### config.mk
export PLATFORM = sky130hd
export DESIGN_NAME = rr_priority_arbiter
export DESIGN_NICKNAME = d
export VERILOG_FILES = /design/src/rtl/rr_priority_arbiter.sv
export SDC_FILE = /design/constraint.sdc
export NUM_CORES = 1
export LEC_CHECK = 0
export ABC_AREA = 1
export ABC_CLOCK_PERIOD_IN_PS = 3100
export BUFFER_PORTS_ARGS = -buffer_cell sky130_fd_sc_hd__buf_2
export CORE_AREA = 2 2 69 71
export DETAILED_ROUTE_END_ITERATION = 10
export DIE_AREA = 0 0 71 73
export GPL_ROUTABILITY_DRIVEN = 0
export PLACE_DENSITY_LB_ADDON = 0.05
export SYNTH_ARGS = -nofsm -noshare
export SYNTH_HDL_FRONTEND = slang
export SYNTH_SLANG_ARGS = --single-unit
### constraint.sdc
create_clock -name clk_i -period 3.1 [get_ports clk_i]
set_clock_uncertainty 0.05 [all_clocks]
set_input_delay 0.155 -clock clk_i [delete_from_list [all_inputs] [get_ports clk_i]]
set_output_delay 0.155 -clock clk_i [all_outputs]
set_load 0.1 [all_outputs]
### src/rtl/rr_priority_arbiter.sv
// rr_priority_arbiter: round-robin arbiter sharing one valid/ready channel, with burst lock until the last beat
module rr_priority_arbiter #(
  parameter int NumReq    = 4,
  parameter int DataWidth = 32,
  parameter int IdWidth   = (NumReq > 1) ? $clog2(NumReq) : 1
) (
  input  logic                        clk_i,
  input  logic                        rst_ni,
  input  logic [NumReq-1:0]           req_valid_i,
  input  logic [NumReq-1:0]           req_last_i,
  input  logic [NumReq*DataWidth-1:0] req_data_i,
  output logic [NumReq-1:0]           req_ready_o,
  output logic                        gnt_valid_o,
  output logic                        gnt_last_o,
  output logic [DataWidth-1:0]        gnt_data_o,
  output logic [IdWidth-1:0]          gnt_id_o,
  input  logic                        gnt_ready_i
);
  logic [NumReq-1:0] ptr_q, ptr_d, owner_q, owner_d, mask, pick;
  logic              lock_q, lock_d, xfer;

  function automatic logic [NumReq-1:0] ffs(input logic [NumReq-1:0] x);
    return x & ~(x - NumReq'(1));
  endfunction

  // pick is forced to zero during reset so every output reads zero
  always_comb begin
    mask        = req_valid_i & ~(ptr_q - NumReq'(1));
    pick        = !rst_ni ? '0 : lock_q ? owner_q : (|mask) ? ffs(mask) : ffs(req_valid_i);
    gnt_data_o  = '0;
    gnt_id_o    = '0;
    for (int i = 0; i < NumReq; i++) begin
      if (pick[i]) begin
        gnt_data_o = gnt_data_o | req_data_i[i*DataWidth +: DataWidth];
        gnt_id_o   = gnt_id_o | IdWidth'(i);
      end
    end
    gnt_last_o  = |(pick & req_last_i);
    gnt_valid_o = |(pick & req_valid_i);
    req_ready_o = pick & req_valid_i & {NumReq{gnt_ready_i}};
    xfer        = gnt_valid_o & gnt_ready_i;
    ptr_d       = (xfer && gnt_last_o) ? ((pick << 1) | (pick >> (NumReq - 1))) : ptr_q;
    lock_d      = xfer ? !gnt_last_o : lock_q;
    owner_d     = xfer ? (gnt_last_o ? '0 : pick) : owner_q;
  end

  always_ff @(posedge clk_i or negedge rst_ni) begin
    if (!rst_ni) begin
      ptr_q   <= NumReq'(1);
      lock_q  <= 1'b0;
      owner_q <= '0;
    end else begin
      ptr_q   <= ptr_d;
      lock_q  <= lock_d;
      owner_q <= owner_d;
    end
  end
endmodule

==> results.py <==
metrics = {
    "outcome": {
        "status": "finished, final reports clean",
    },
    "critical_path": {
        "worst-path-max-fanout": 19,
        "crit_path_end_kind": "output port",
        "worstPathArrival_ns": 2.55,
        "path_class": "flop to output port",
        "r2r_cells": 16,
        "critPathLaunchType": "flop",
        "required_ns": 2.89,
    },
    "sta": {
        "drv_slew": 0,
        "fin_crit_sh_pct": 88.9,
        "worst_pin_slew_ns": 0.588,
        "fmax_mhz": 363,
        "hold_viol": 0,
        "relSlewSlack_pct": 60.8,
        "fin_crit_ns": 2.76,
        "setup_tns_ns": 0,
        "finalSetupViolations": 0,
        "rsz0062_at_grt": "false",
    },
    "clocking": {
        "cts_made_buffers": 3,
        "cts_max_level": 1,
        "clockBufferDepth": 2,
        "cts_tree": "done",
        "cts_resized": 0,
        "cts_root_buf": "clkbuf_8",
        "clkSinkCount": 9,
        "cts_hold_buf": 1,
        "clkLatencyLatePin_ns": 0.23,
        "clk_pin_slew_ns": 0.04,
        "cts_setup_buffers": 0,
    },
    "place": {
        "placed_cell_area_um2": 2960,
        "port_buffers": 178,
        "dp.final_hpwl_um": 5700,
    },
    "synthesis": {
        "synth_area_per_cell_um2": 5.00,
        "synth_area_um2": 1470,
        "synth.area.top_cells": "nand2_1, nand4_1, dfrtp_1",
        "syn-num-nets": 434,
        "ys_top_cells_by_count": "nand2_1, nand4_1, nor2_1",
        "synthMostInstantiatedCell": "nand2_1",
        "yosys.area.top_type": "nand2_1",
        "yosysWarnings": 0,
        "yosys.area.top_type_share_pct": 44.7,
        "async_reset_ff_share_pct": 100,
        "ys_types": 18,
        "ys_seq_area_share_pct": 15.4,
        "synth_edf_count": 0,
        "synth_seq_cells": 9,
        "synth_flop_cell": "dfrtp_1",
        "synthCells": 294,
    },
    "floorplan": {
        "initial_utilization_pct": 32.4,
        "dieArea_um2": 5180,
        "io_pins": 179,
        "rows": 25,
        "core_um2": 4540,
        "die_w_um": 71,
        "fp.dieH_um": 73,
    },
    "global_routing": {
        "overflow": 0,
        "grt_max_degree": 35,
        "grt_pass1_wl_um": 10800,
        "grt_pass1_vias": 2439,
        "gr-usage-all-layers_pct": 25.5,
        "antenna_found_initial": 0,
    },
    "worst_hold_path": {
        "min_delay_path_depth": 3,
        "holdCritPathClass": "input port to flop",
    },
    "final_layout": {
        "fin_nets": 610,
        "drive_gt1_share_pct": 43.1,
        "syn2layout_area_growth_pct": 105,
        "final_cell_area_um2": 3020,
        "antennaDiodeCount": 0,
    },
    "drt": {
        "final_antenna_net_count": 0,
        "vias": 2478,
        "wire_per_inst_um": 12.9,
        "first_pass_iters": 4,
        "drcViolationCount": 0,
        "wl_um": 6760,
        "drt_iter0_drc": 107,
        "vias_per_cell": 4.74,
    },
    "job": {
        "max_cap_viol_count": 0,
    },
}
[worst paths after layout]
kind,startpoint,end,slack [ns]
worst min register to register,ptr_q[0],ptr_q[0],0.42
worst min-delay path,gnt_ready_i,owner_q[2],0.24
worst max register to register,ptr_q[0],ptr_q[1],0.72
min in group asynchronous,rst_ni,owner_q[0],0.26
worst max-delay path,ptr_q[0],gnt_data_o[1],0.34
max in group asynchronous,rst_ni,ptr_q[0],2.49
[per-layer routing]
metal | GRT usage [%] | part of all wire, %
met5 | 0 | 0
met2 | 46.6 | 53
met1 | 30.3 | 39
met4 | 7.97 | 2.4
met3 | 4.56 | 5.8
[logic make-up (layout without fill, tap and decap cells)]
group	count (synthesis)	count (layout)	synth area share, %
and+or+nand+nor	245	245	72.1
buffers and inverters	32	207	8.26
DFF	9	9	15.4
AOI/OAI and AO/OA	7	7	3.41
adders and majority gates	1	1	0.852
[sequential cells by signal, summed over array words and instances (netlist names)]
name	flops
lock_q	1
ptr_q	4
owner_q	4
[through the flow]
step	worst slack, ns	std cells	util, %	hold WS [ns]
floorplan	0.108	294	-	-0.191
global placement	0.609	518	65.3	-0.0239
detailed placement	0.575	518	65.3	-0.0254
CTS	0.327	523	66.5	0.234
global route	0.116	523	66.5	0.256
finish	0.345	523	66.5	0.236
[worst max-delay path, stage by stage, from the launching register on]
cell and delay [ns]:
dfstp_2 0.53, inv_1 0.06, ha_1 0.30, nand2_1 0.06
nand2_1 0.05, inv_2 0.05, nand2_1 0.06, inv_2 0.07
nand2_1 0.05, nand2_1 0.05, nand2_1 0.04, nand2_1 0.08
nand2_1 0.07, inv_2 0.26, buf_12 0.19, nand2_1 0.07
nand4_1 0.12, buf_12 0.19
[cell usage in the layout (no fill, tap or decap), types with 2 or more instances in the layout]
master / n
buf_12: 37
buf_2: 143
buf_4: 2
clkbuf_8: 3
dfrtp_1: 8
inv_1: 11
inv_2: 9
nand2_1: 175
nand2_4: 3
nand3_1: 14
nand3_2: 2
nand4_1: 33
nor2_1: 16
o21ai_1: 5
[area by class of cell]
class | count | area (um^2)
fill | 410 | 1520
timing repair buffer | 183 | 1480
multi-input combinational | 253 | 1120
sequential | 9 | 226
inverter | 20 | 75.1
tap | 54 | 67.6
clock buffer | 4 | 45.0
Power is not shown: default switching activity piles up to over one toggle a cycle in this logic, so the estimate is an artifact.
